--- src/rtl/factorial_accel_if.sv ---
// Register-bus connection between a host and the factorial accelerator.
// A transfer occurs on every rising clk edge where s_sel is high; there is no
// wait state, and during a read (s_wr=0) s_dout is valid combinationally.
interface factorial_accel_if #(parameter int DW = 64);
  logic          s_sel;
  logic          s_wr;
  logic [15:0]   s_addr;
  logic [DW-1:0] s_din;
  logic [DW-1:0] s_dout;

  modport master (output s_sel, s_wr, s_addr, s_din, input s_dout);
  modport slave  (input s_sel, s_wr, s_addr, s_din, output s_dout);
endinterface

--- src/rtl/factorial_accel.sv ---
// Memory-mapped factorial accelerator: OPERAND! computed by repeated radix-2
// shift-add multiplies into a 2*DW-bit result, with overflow detection.
module factorial_accel #(
  parameter int         DW        = 64,
  parameter logic [7:0] BASE_ADDR = 8'h70
) (
  input  logic             clk,
  input  logic             reset_n,
  factorial_accel_if.slave bus,
  output logic             interrupt,
  output logic [2:0]       fsm_state
);
  typedef enum logic [2:0] {
    IDLE = 3'd0,
    LOAD = 3'd1,
    MUL  = 3'd2,
    STEP = 3'd3,
    DONE = 3'd4
  } state_t;

  localparam int CW = (DW > 1) ? $clog2(DW) : 1;

  state_t          state;
  logic            done, busy, ovf, intr_en;
  logic [DW-1:0]   operand, res_h, res_l, cycles, k, mplier;
  logic [3*DW-1:0] mcand, prod;
  logic [CW-1:0]   bit_cnt;

  logic       hit, wr_en, start_req, clear_req, op_wr, ien_wr, can_start;
  logic [4:0] idx;
  logic       unused_bits;

  assign hit       = bus.s_addr[15:8] == BASE_ADDR;
  assign idx       = bus.s_addr[7:3];
  assign wr_en     = bus.s_sel & bus.s_wr & hit;
  assign start_req = wr_en && (idx == 5'd0) && bus.s_din[0];
  assign clear_req = wr_en && (idx == 5'd1) && bus.s_din[0];
  assign ien_wr    = wr_en && (idx == 5'd3);
  assign op_wr     = wr_en && (idx == 5'd4);
  assign can_start = (state == IDLE) || (state == DONE);
  assign unused_bits = ^bus.s_addr[2:0];

  assign interrupt = done & intr_en;
  assign fsm_state = state;

  always_comb begin
    bus.s_dout = '0;
    if (bus.s_sel && !bus.s_wr && hit) begin
      case (idx)
        5'd2:    bus.s_dout = DW'({ovf, busy, done});
        5'd3:    bus.s_dout = DW'(intr_en);
        5'd4:    bus.s_dout = operand;
        5'd5:    bus.s_dout = res_h;
        5'd6:    bus.s_dout = res_l;
        5'd7:    bus.s_dout = cycles;
        default: bus.s_dout = '0;
      endcase
    end
  end

  always_ff @(posedge clk or negedge reset_n) begin
    if (!reset_n) begin
      state   <= IDLE;
      done    <= 1'b0;
      busy    <= 1'b0;
      ovf     <= 1'b0;
      intr_en <= 1'b0;
      operand <= '0;
      res_h   <= '0;
      res_l   <= DW'(1);
      cycles  <= '0;
      k       <= '0;
      mplier  <= '0;
      mcand   <= '0;
      prod    <= '0;
      bit_cnt <= '0;
    end else begin
      if (ien_wr) intr_en <= bus.s_din[0];
      if (op_wr && can_start) operand <= bus.s_din;

      // CLEAR outranks everything, including a START in the same cycle.
      if (clear_req) begin
        state  <= IDLE;
        done   <= 1'b0;
        busy   <= 1'b0;
        ovf    <= 1'b0;
        res_h  <= '0;
        res_l  <= DW'(1);
        cycles <= '0;
      end else begin
        case (state)
          IDLE, DONE: begin
            if (start_req) begin
              state <= LOAD;
              busy  <= 1'b1;
              done  <= 1'b0;
              ovf   <= 1'b0;
            end
          end
          LOAD: begin
            cycles <= DW'(1);
            k      <= DW'(2);
            if (operand < DW'(2)) begin
              res_h <= '0;
              res_l <= DW'(1);
              done  <= 1'b1;
              busy  <= 1'b0;
              state <= DONE;
            end else begin
              mcand   <= (3*DW)'(1);
              mplier  <= DW'(2);
              prod    <= '0;
              bit_cnt <= '0;
              state   <= MUL;
            end
          end
          MUL: begin
            // One multiplier bit per cycle; mcand carries acc shifted to the bit's weight.
            cycles  <= cycles + 1'b1;
            if (mplier[0]) prod <= prod + mcand;
            mcand   <= mcand << 1;
            mplier  <= mplier >> 1;
            bit_cnt <= bit_cnt + 1'b1;
            if (bit_cnt == CW'(DW-1)) state <= STEP;
          end
          STEP: begin
            cycles <= cycles + 1'b1;
            if (|prod[3*DW-1:2*DW]) begin
              ovf   <= 1'b1;
              res_h <= prod[2*DW-1:DW];
              res_l <= prod[DW-1:0];
              done  <= 1'b1;
              busy  <= 1'b0;
              state <= DONE;
            end else if (k == operand) begin
              res_h <= prod[2*DW-1:DW];
              res_l <= prod[DW-1:0];
              done  <= 1'b1;
              busy  <= 1'b0;
              state <= DONE;
            end else begin
              k       <= k + 1'b1;
              mplier  <= k + 1'b1;
              mcand   <= {{DW{1'b0}}, prod[2*DW-1:0]};
              prod    <= '0;
              bit_cnt <= '0;
              state   <= MUL;
            end
          end
          default: state <= IDLE;
        endcase
      end
    end
  end
endmodule
--- src/flat_wrapper.sv ---
// flat-port wrapper written by rule: the top's interface ports become plain ports
module factorial_accel_flat 
#(
  parameter int         DW        = 64,
  parameter logic [7:0] BASE_ADDR = 8'h70
)
  (clk, reset_n, interrupt, fsm_state, bus_s_sel, bus_s_wr, bus_s_addr, bus_s_din, bus_s_dout);
  factorial_accel_if #(.DW(DW)) bus_i ();
  input  logic clk;
  input  logic reset_n;
  output logic interrupt;
  output logic [2:0] fsm_state;
  input wire logic [$bits(bus_i.s_sel)-1:0] bus_s_sel;
  input wire logic [$bits(bus_i.s_wr)-1:0] bus_s_wr;
  input wire logic [$bits(bus_i.s_addr)-1:0] bus_s_addr;
  input wire logic [$bits(bus_i.s_din)-1:0] bus_s_din;
  output wire logic [$bits(bus_i.s_dout)-1:0] bus_s_dout;
  assign bus_i.s_sel = bus_s_sel;
  assign bus_i.s_wr = bus_s_wr;
  assign bus_i.s_addr = bus_s_addr;
  assign bus_i.s_din = bus_s_din;
  assign bus_s_dout = bus_i.s_dout;
  factorial_accel #(.DW(DW), .BASE_ADDR(BASE_ADDR)) u_core (.clk(clk), .reset_n(reset_n), .bus(bus_i), .interrupt(interrupt), .fsm_state(fsm_state));
endmodule
--- config.mk ---
export PLATFORM = sky130hd
export DESIGN_NAME = factorial_accel_flat
export DESIGN_NICKNAME = d
export VERILOG_FILES = /design/src/rtl/factorial_accel_if.sv /design/src/rtl/factorial_accel.sv /design/src/flat_wrapper.sv
export SDC_FILE = /design/constraint.sdc
export NUM_CORES = 2
export LEC_CHECK = 0
export ABC_AREA = 1
export BUFFER_PORTS_ARGS = -buffer_cell sky130_fd_sc_hd__buf_2
export CORE_MARGIN = 1
export CORE_UTILIZATION = 55
export DETAILED_ROUTE_END_ITERATION = 8
export PLACE_DENSITY = 0.71
export SYNTH_ARGS = -nofsm -noshare
export SYNTH_HDL_FRONTEND = slang
export SYNTH_SLANG_ARGS = --single-unit
--- constraint.sdc ---
create_clock -name clk -period 2.56 [get_ports clk]
set_clock_uncertainty 0.15 [all_clocks]
set_input_delay 0.128 -clock clk [delete_from_list [all_inputs] [get_ports clk]]
set_output_delay 0.128 -clock clk [all_outputs]
set_load 0.01 [all_outputs]
==> flow_summary.html, run 1 <==
<table>
<tr><th>Metric</th><th>Value</th></tr>
<tr><th colspan="2">Clock tree</th></tr>
<tr><td>Clk buf depth</td><td>3</td></tr>
<tr><td>Clk sink count</td><td>781</td></tr>
<tr><td>Deepest level of the CTS H-tree</td><td>3</td></tr>
<tr><td>Number of buffers created by CTS</td><td>90</td></tr>
<tr><td>Cell at the root of the clock tree</td><td>sky130_fd_sc_hd__clkbuf_16</td></tr>
<tr><th colspan="2">Yosys</th></tr>
<tr><td>Area share of the leading cell type in the synthesized netlist</td><td>32.2%</td></tr>
<tr><td>Yosys top cell by area</td><td>sky130_fd_sc_hd__dfrtp_1</td></tr>
<tr><td>Net Count, Synth</td><td>10200</td></tr>
<tr><td>Average cell area after synthesis</td><td>6.09 µm²</td></tr>
<tr><td>Top flip-flop cell by instance count after synthesis</td><td>sky130_fd_sc_hd__dfrtp_1</td></tr>
<tr><td>Top cells by area in the synthesized netlist</td><td>sky130_fd_sc_hd__dfrtp_1, sky130_fd_sc_hd__nand2_1, sky130_fd_sc_hd__inv_1</td></tr>
<tr><td>Number of warnings reported in the yosys synthesis log</td><td>0</td></tr>
<tr><td>Cells after synthesis</td><td>9956</td></tr>
<tr><td>Flip-flop and latch count after synthesis</td><td>781</td></tr>
<tr><td>Count of unique library cells instantiated by Yosys</td><td>54</td></tr>
<tr><td>Count of flip-flops with a built-in enable after synthesis</td><td>0</td></tr>
<tr><td>Proportion of synthesized chip area in sequential cells</td><td>32.2%</td></tr>
<tr><td>Fraction of synthesis flops using an asynchronous set or reset pin</td><td>100%</td></tr>
<tr><td>Post-Syn Area</td><td>60600 µm²</td></tr>
<tr><th colspan="2">Placement</th></tr>
<tr><td>Detailed-placement wirelength estimate</td><td>241000 µm</td></tr>
<tr><td>Post-place instance area</td><td>76500 µm²</td></tr>
<tr><td>Last weighted congestion value of the routability-driven placer</td><td>1.22</td></tr>
<tr><td>Pre-CTS setup slack</td><td>-0.811 ns</td></tr>
<tr><td>Number of port buffers</td><td>148</td></tr>
<tr><th colspan="2">Floorplanning</th></tr>
<tr><td>Number of top-level pins</td><td>152</td></tr>
<tr><td>Std-Cell Rows</td><td>121</td></tr>
<tr><td>Horizontal die dimension</td><td>334 µm</td></tr>
<tr><td>Height of the chip</td><td>334 µm</td></tr>
<tr><td>Starting density of the core</td><td>55.6%</td></tr>
<tr><th colspan="2">Global routing</th></tr>
<tr><td>Global-route wire length before repair</td><td>565000 µm</td></tr>
<tr><td>Global route total overflow</td><td>18</td></tr>
<tr><td>Maximum number of pins on one net before global-route repair</td><td>128</td></tr>
<tr><td>Total GRT Usage</td><td>69.0%</td></tr>
<tr><td>Vias in the first global route</td><td>85000</td></tr>
<tr><th colspan="2">Run status</th></tr>
<tr><td>First logged error message</td><td>[ERROR GRT-0116] Global routing finished with congestion. Check the congestion regions in the DRC Viewer.</td></tr>
<tr><td>Stage reached</td><td>5_1_grt</td></tr>
<tr><td>Run status</td><td>did not finish</td></tr>
</table>
==> per-layer routing <==
metal  overflow  GRT usage (%)
met5          0           11.7
met2         10           91.5
met3          0           44.5
met4          8           70.6
met1          0           70.0
==> cells in the mapped netlist (3+ instances only) <==
library cell / instances
sky130_fd_sc_hd__nand2_1: 4001
sky130_fd_sc_hd__inv_1: 1827
sky130_fd_sc_hd__nor2_1: 806
sky130_fd_sc_hd__dfrtp_1: 780
sky130_fd_sc_hd__nand3_1: 589
sky130_fd_sc_hd__o21ai_0: 368
sky130_fd_sc_hd__ha_1: 194
sky130_fd_sc_hd__a22oi_1: 183
sky130_fd_sc_hd__a21oi_1: 175
sky130_fd_sc_hd__clkbuf_1: 138
sky130_fd_sc_hd__nor3_1: 121
sky130_fd_sc_hd__nand4_1: 112
sky130_fd_sc_hd__xor2_1: 101
sky130_fd_sc_hd__buf_2: 75
sky130_fd_sc_hd__o21ai_1: 75
sky130_fd_sc_hd__mux2_2: 63
sky130_fd_sc_hd__a31oi_1: 55
sky130_fd_sc_hd__or2_2: 47
sky130_fd_sc_hd__xnor2_1: 47
sky130_fd_sc_hd__o22ai_1: 31
sky130_fd_sc_hd__buf_4: 27
sky130_fd_sc_hd__nor4_1: 20
sky130_fd_sc_hd__nand3b_1: 15
sky130_fd_sc_hd__buf_6: 13
sky130_fd_sc_hd__nor2_2: 11
sky130_fd_sc_hd__a221oi_1: 9
sky130_fd_sc_hd__inv_2: 9
sky130_fd_sc_hd__and2_1: 6
sky130_fd_sc_hd__nand3_2: 6
sky130_fd_sc_hd__o21bai_1: 6
sky130_fd_sc_hd__a31o_2: 5
sky130_fd_sc_hd__clkbuf_2: 4
sky130_fd_sc_hd__nor3_2: 3
sky130_fd_sc_hd__nor3b_1: 3
sky130_fd_sc_hd__o21a_1: 3
sky130_fd_sc_hd__or2_1: 3
==> logic make-up after synthesis <==
kind of cell | Yosys count | share of synthesized area, %
AOI/OAI and AO/OA | 922 | 8.74
xor gates and xnor gates | 148 | 2.14
buffers and inverters | 2094 | 13.5
muxes | 63 | 1.17
DFF | 781 | 32.2
adders and majority gates | 195 | 4.04
and+or+nand+nor | 5753 | 38.2
==> metrics by stage <==
step	TNS [ns]	cells	util, %	hold slack (ns)
global placement	-272.48	13100	70.2	-0.0154
detailed placement	-282.83	13100	70.2	-0.0117
floorplan	0	9956	-	-0.318
CTS	-142.54	13400	77.6	0.00542
==> timing repair <==
item | CTS
setup endpoints to repair | 656
endpoints found under the hold margin | 852
gates resized for setup | 736
cloned | 26
buffers inserted | 56
hold buffers | 83
pin swaps | 69
==> inputs of run 2 (changes only) <==
--- a/config.mk
+++ b/config.mk
@@ -8,9 +8,9 @@
 export ABC_AREA = 1
 export BUFFER_PORTS_ARGS = -buffer_cell sky130_fd_sc_hd__buf_2
 export CORE_MARGIN = 1
-export CORE_UTILIZATION = 55
+export CORE_UTILIZATION = 40
 export DETAILED_ROUTE_END_ITERATION = 8
-export PLACE_DENSITY = 0.71
+export PLACE_DENSITY_LB_ADDON = 0.15
 export SYNTH_ARGS = -nofsm -noshare
 export SYNTH_HDL_FRONTEND = slang
 export SYNTH_SLANG_ARGS = --single-unit
==> constraint.sdc (replaced) <==
create_clock -name clk -period 3.3 [get_ports clk]
set_clock_uncertainty 0.15 [all_clocks]
set_input_delay 0.165 -clock clk [delete_from_list [all_inputs] [get_ports clk]]
set_output_delay 0.165 -clock clk [all_outputs]
set_load 0.01 [all_outputs]
==> run 2 against run 1 <==
The flow now finishes, with violations (setup timing). Synthesized cell count unchanged. Synthesized area unchanged.
==> flow_summary.html, run 2 <==
<table>
<tr><th>Metric</th><th>Value</th></tr>
<tr><th colspan="2">Power</th></tr>
<tr><td>Internal Power</td><td>17.5 mW</td></tr>
<tr><td>Pwr Density</td><td>290 nW/µm²</td></tr>
<tr><td>Portion of total power attributed to sequential cells</td><td>42.1%</td></tr>
<tr><td>LEAKAGE</td><td>43.7 nW</td></tr>
<tr><td>Switching part of the total power</td><td>23.2%</td></tr>
<tr><td>Power share of the combinational group</td><td>1.9%</td></tr>
<tr><td>Largest voltage drop on the vdd net</td><td>0.000386 V</td></tr>
<tr><td>Portion of total power attributed to the clock network</td><td>55.9%</td></tr>
<tr><td>Psw</td><td>5.28 mW</td></tr>
<tr><th colspan="2">STA</th></tr>
<tr><td>Final number of max-transition violations</td><td>0</td></tr>
<tr><td>RSZ-0062 raised after global routing</td><td>yes</td></tr>
<tr><td>Normalized max-slew margin</td><td>19.2%</td></tr>
<tr><td>Hold Vio Cnt, Final</td><td>0</td></tr>
<tr><td>Final setup violation count</td><td>1</td></tr>
<tr><td>Final worst slack</td><td>-0.00835 ns</td></tr>
<tr><td>Worst-Margin Slew</td><td>1.21 ns</td></tr>
<tr><td>Share of the cycle needed by the critical path after routing</td><td>100%</td></tr>
<tr><td>Highest attainable clock frequency</td><td>0.302 GHz</td></tr>
<tr><td>Final Critical Period</td><td>3.31 ns</td></tr>
<tr><th colspan="2">Global routing</th></tr>
<tr><td>Vias in the first global route</td><td>65400</td></tr>
<tr><td>Global route total overflow</td><td>0</td></tr>
<tr><td>Total GRT Usage</td><td>40.0%</td></tr>
<tr><td>Antenna violations before repair</td><td>6</td></tr>
<tr><td>Global-route wire length before repair</td><td>441000 µm</td></tr>
<tr><td>Maximum number of pins on one net before global-route repair</td><td>134</td></tr>
<tr><th colspan="2">Setup path</th></tr>
<tr><td>Kind of start point of the critical path</td><td>flop</td></tr>
<tr><td>Gate family responsible for the most delay along the worst path</td><td>simple AND/OR/NAND/NOR gates</td></tr>
<tr><td>Worst Setup End Kind</td><td>flop</td></tr>
<tr><td>Launching point of the worst reg2reg path</td><td>u_core.prod[93]</td></tr>
<tr><td>Cell repeated most along the worst path</td><td>sky130_fd_sc_hd__nand2_1</td></tr>
<tr><td>Max stage delay cell, worst path</td><td>sky130_fd_sc_hd__ha_1</td></tr>
<tr><td>Critical path data arrival time</td><td>3.85 ns</td></tr>
<tr><td>Depth of the critical timing path with buffers and inverters included</td><td>18</td></tr>
<tr><td>Cells on worst reg2reg path</td><td>18</td></tr>
<tr><td>Endpoint of the lowest-slack register-to-register path</td><td>u_core.prod[185]</td></tr>
<tr><td>Highest cell delay on the worst timing path</td><td>0.39 ns</td></tr>
<tr><td>Top fanout value on the critical path</td><td>5</td></tr>
<tr><td>CP cell instances</td><td>ha_1, nand2_1, nor2_1, buf_4, buf_4, nand2_1, nand2_1, buf_12, nand2_1, nand2_1, a21oi_2, buf_4, nand2_1, nand2_1, nand3_1, nand2_1, nand3_1, nand2_1</td></tr>
<tr><td>Setup CP Type</td><td>flop to flop</td></tr>
<tr><td>Required time of the worst setup path</td><td>3.84 ns</td></tr>
<tr><td>FF-to-FF setup slack</td><td>-0.008 ns</td></tr>
<tr><td>Count of buffering cells on the critical path with inverters included</td><td>4</td></tr>
<tr><th colspan="2">Finish</th></tr>
<tr><td>Number of filler instances in the final layout</td><td>15500</td></tr>
<tr><td>Signed area change from the synthesized netlist to the final layout</td><td>29.5%</td></tr>
<tr><td>Finished Core Util</td><td>52.3%</td></tr>
<tr><td>Area taken by flip-flops and latches</td><td>19500 µm²</td></tr>
<tr><td>Most used cells in the layout excluding fill and tap cells</td><td>sky130_fd_sc_hd__nand2_1, sky130_fd_sc_hd__inv_1, sky130_fd_sc_hd__buf_4, sky130_fd_sc_hd__dfrtp_1, sky130_fd_sc_hd__nor2_1</td></tr>
<tr><td>Commonest non-fill, non-tap cell in the layout</td><td>sky130_fd_sc_hd__nand2_1</td></tr>
<tr><td>Registers with the most flip-flops</td><td>u_core.mcand: 192 flops, u_core.prod: 192 flops</td></tr>
<tr><td>Share of cells above drive strength 1</td><td>16.4%</td></tr>
<tr><td>Multi-input logic area</td><td>33300 µm²</td></tr>
<tr><td>Net count of the finished layout</td><td>11600</td></tr>
<tr><th colspan="2">Drt</th></tr>
<tr><td>Routed wire length</td><td>312000 µm</td></tr>
<tr><td>DRC viols</td><td>0</td></tr>
<tr><td>Average via count per standard cell</td><td>5.12</td></tr>
<tr><td>Number of detailed-routing iterations run before antenna repair</td><td>8</td></tr>
<tr><td>Via count</td><td>68600</td></tr>
<tr><td>Antenna violation net count after detailed routing</td><td>0</td></tr>
<tr><td>Count of routing violations after the opening detailed-route iteration</td><td>6191</td></tr>
<tr><td>Routed WL per cell</td><td>23.3 µm</td></tr>
<tr><th colspan="2">Clock tree</th></tr>
<tr><td>Clk sink count</td><td>781 (unchanged)</td></tr>
<tr><td>Number of buffers created by CTS</td><td>97 (+7.8%)</td></tr>
<tr><td>Clock insertion delay at the later pin of the skew report</td><td>0.77 ns</td></tr>
<tr><td>Deepest level of the CTS H-tree</td><td>3 (unchanged)</td></tr>
<tr><td>Clock-pin slew reported for the worst setup and hold paths after clock tree synthesis</td><td>0.07 ns</td></tr>
<tr><td>Clk buf depth</td><td>3 (unchanged)</td></tr>
<tr><td>Clock tree from TritonCTS</td><td>built</td></tr>
<tr><td>Cell at the root of the clock tree</td><td>sky130_fd_sc_hd__clkbuf_16</td></tr>
<tr><th colspan="2">Yosys</th></tr>
<tr><td>Cells after synthesis</td><td>9956 (unchanged)</td></tr>
<tr><td>Post-Syn Area</td><td>60600 µm² (unchanged)</td></tr>
<tr><td>Count of flip-flops with a built-in enable after synthesis</td><td>0 (unchanged)</td></tr>
<tr><td>Area share of the leading cell type in the synthesized netlist</td><td>32.2% (unchanged)</td></tr>
<tr><td>Flip-flop and latch count after synthesis</td><td>781 (unchanged)</td></tr>
<tr><td>Average cell area after synthesis</td><td>6.09 µm² (unchanged)</td></tr>
<tr><td>Dominant cell by count in the synthesized netlist</td><td>sky130_fd_sc_hd__nand2_1</td></tr>
<tr><td>Fraction of synthesis flops using an asynchronous set or reset pin</td><td>100% (unchanged)</td></tr>
<tr><td>Number of warnings reported in the yosys synthesis log</td><td>0 (unchanged)</td></tr>
<tr><td>Count of unique library cells instantiated by Yosys</td><td>54 (unchanged)</td></tr>
<tr><td>Post-synth top cells</td><td>sky130_fd_sc_hd__nand2_1, sky130_fd_sc_hd__inv_1, sky130_fd_sc_hd__nor2_1, sky130_fd_sc_hd__dfrtp_1, sky130_fd_sc_hd__nand3_1</td></tr>
<tr><td>Net Count, Synth</td><td>10200 (unchanged)</td></tr>
<tr><td>Proportion of synthesized chip area in sequential cells</td><td>32.2% (unchanged)</td></tr>
<tr><td>Top cells by area in the synthesized netlist</td><td>sky130_fd_sc_hd__dfrtp_1, sky130_fd_sc_hd__nand2_1, sky130_fd_sc_hd__inv_1</td></tr>
<tr><td>Top flip-flop cell by instance count after synthesis</td><td>sky130_fd_sc_hd__dfrtp_1</td></tr>
<tr><td>Yosys top cell by area</td><td>sky130_fd_sc_hd__dfrtp_1</td></tr>
<tr><th colspan="2">Floorplanning</th></tr>
<tr><td>Height of the chip</td><td>391 µm (+17%)</td></tr>
<tr><td>Number of top-level pins</td><td>152 (unchanged)</td></tr>
<tr><td>Area of the die</td><td>153000 µm²</td></tr>
<tr><td>Std-Cell Rows</td><td>142 (+17%)</td></tr>
<tr><td>Horizontal die dimension</td><td>391 µm (+17%)</td></tr>
<tr><td>Starting density of the core</td><td>40.4% (-15 points)</td></tr>
<tr><td>Placeable core area</td><td>150000 µm²</td></tr>
<tr><th colspan="2">Placement</th></tr>
<tr><td>Last weighted congestion value of the routability-driven placer</td><td>1.07 (-12%)</td></tr>
<tr><td>Pre-CTS setup slack</td><td>-0.115 ns (+0.696 ns)</td></tr>
<tr><td>Detailed-placement wirelength estimate</td><td>259000 µm (+7.5%)</td></tr>
<tr><td>Number of port buffers</td><td>148 (unchanged)</td></tr>
<tr><th colspan="2">Run</th></tr>
<tr><td>Max Cap Violations</td><td>0</td></tr>
<tr><th colspan="2">Run status</th></tr>
<tr><td>Run status</td><td>finished, violations left</td></tr>
<tr><td>Failing checks</td><td>setup timing</td></tr>
<tr><th colspan="2">Worst hold path</th></tr>
<tr><td>Tightest Hold Check Type</td><td>input port to asynchronous set/reset pin</td></tr>
</table>
[run 2: cell counts after synthesis]
No cell type changed its count.
[run 2: how the worst max path moves through the flow]
stage / from / end / slack (ns)
3_3_place_gp: u_core.prod[109] / u_core.prod[170] / -0.12
4_1_cts: u_core.mcand[5] / u_core.prod[191] / 0.002
6_report: u_core.prod[93] / u_core.prod[185] / -0.008
5_1_grt: u_core.prod[86] / u_core.prod[148] / -0.04
3_5_place_dp: u_core.prod[109] / u_core.prod[178] / -0.11
2_1_floorplan: u_core.prod[0] / u_core.prod[92] / 0.85
[run 2: area by class of cell]
class                   instances  area share (%)
diodes                          1         0.00319
clock buffers                 124            3.46
clock inverters                56            1.33
inverters                    1837            8.79
multi-input cells            7081            42.5
flip-flops and latches        781            24.9
well taps                    2016            3.21
repair buffers               1512            15.8
[run 2: cells by family after synthesis]
kind of cell,synth area share (%)
adder cells (fa/ha/maj),4.04
flip-flops,32.2
multiplexers,1.17
buffers and inverters,13.5
XOR/XNOR,2.14
AO/OA/AOI/OAI,8.74
AND/OR/NAND/NOR,38.2
[run 2: worst register-to-register path: cells and delay by family, from the launching register on]
kind | cells | cell delay (ns)
simple gates | 12 | 1.34
fa+ha+maj | 1 | 0.39
compound gates | 1 | 0.24
buf+inv | 4 | 0.74
flops | 1 | 0.38
[run 2: repair_timing]
item	in CTS	in global routing
cloned	0	2
buffers inserted	0	4
hold buffers	83	0
endpoints found under the hold margin	607	0
resized for setup	8	102
pin swaps	0	4
endpoints found under the setup margin	303	134
[run 2: metal layers]
| metal | routed length [µm] | vias to the layer above | GRT usage, % |
|---|---|---|---|
| met3 | 17500 | 765 | 4.88 |
| met1 | 118000 | 32000 | 45.5 |
| li1 | - | 33300 | - |
| met2 | 144000 | 2571 | 66.3 |
| met4 | 33100 | 4 | 34.6 |
| met5 | 31 | - | 0 |
[run 2: stage by stage]
step	std cells	power [mW]	setup TNS [ns]	hold slack, ns	cell area [µm²]
6_report	13400	22.8	-0.00835	0.0373	78500
5_1_grt	13400	23.3	-0.0519	0.0326	78500
4_1_cts	13400	22.9	0	0.00241	78100
3_5_place_dp	13100	10.1	-2.05	-0.00296	73500
3_3_place_gp	13100	10.1	-0.957	0.00200	73500
2_1_floorplan	9956	9.80	0	-0.281	60600
[run 2: power groups by stage]
| stage | clock (mW) | sequential, mW | combinational [mW] |
|---|---|---|---|
| floorplan | 0 | 9.76 | 0.0360 |
| global placement | 0 | 9.76 | 0.369 |
| detailed placement | 0 | 9.76 | 0.371 |
| CTS | 12.8 | 9.59 | 0.447 |
| global route | 13.2 | 9.58 | 0.492 |
| finish | 12.7 | 9.59 | 0.444 |
(Power assumes the default switching activity.)
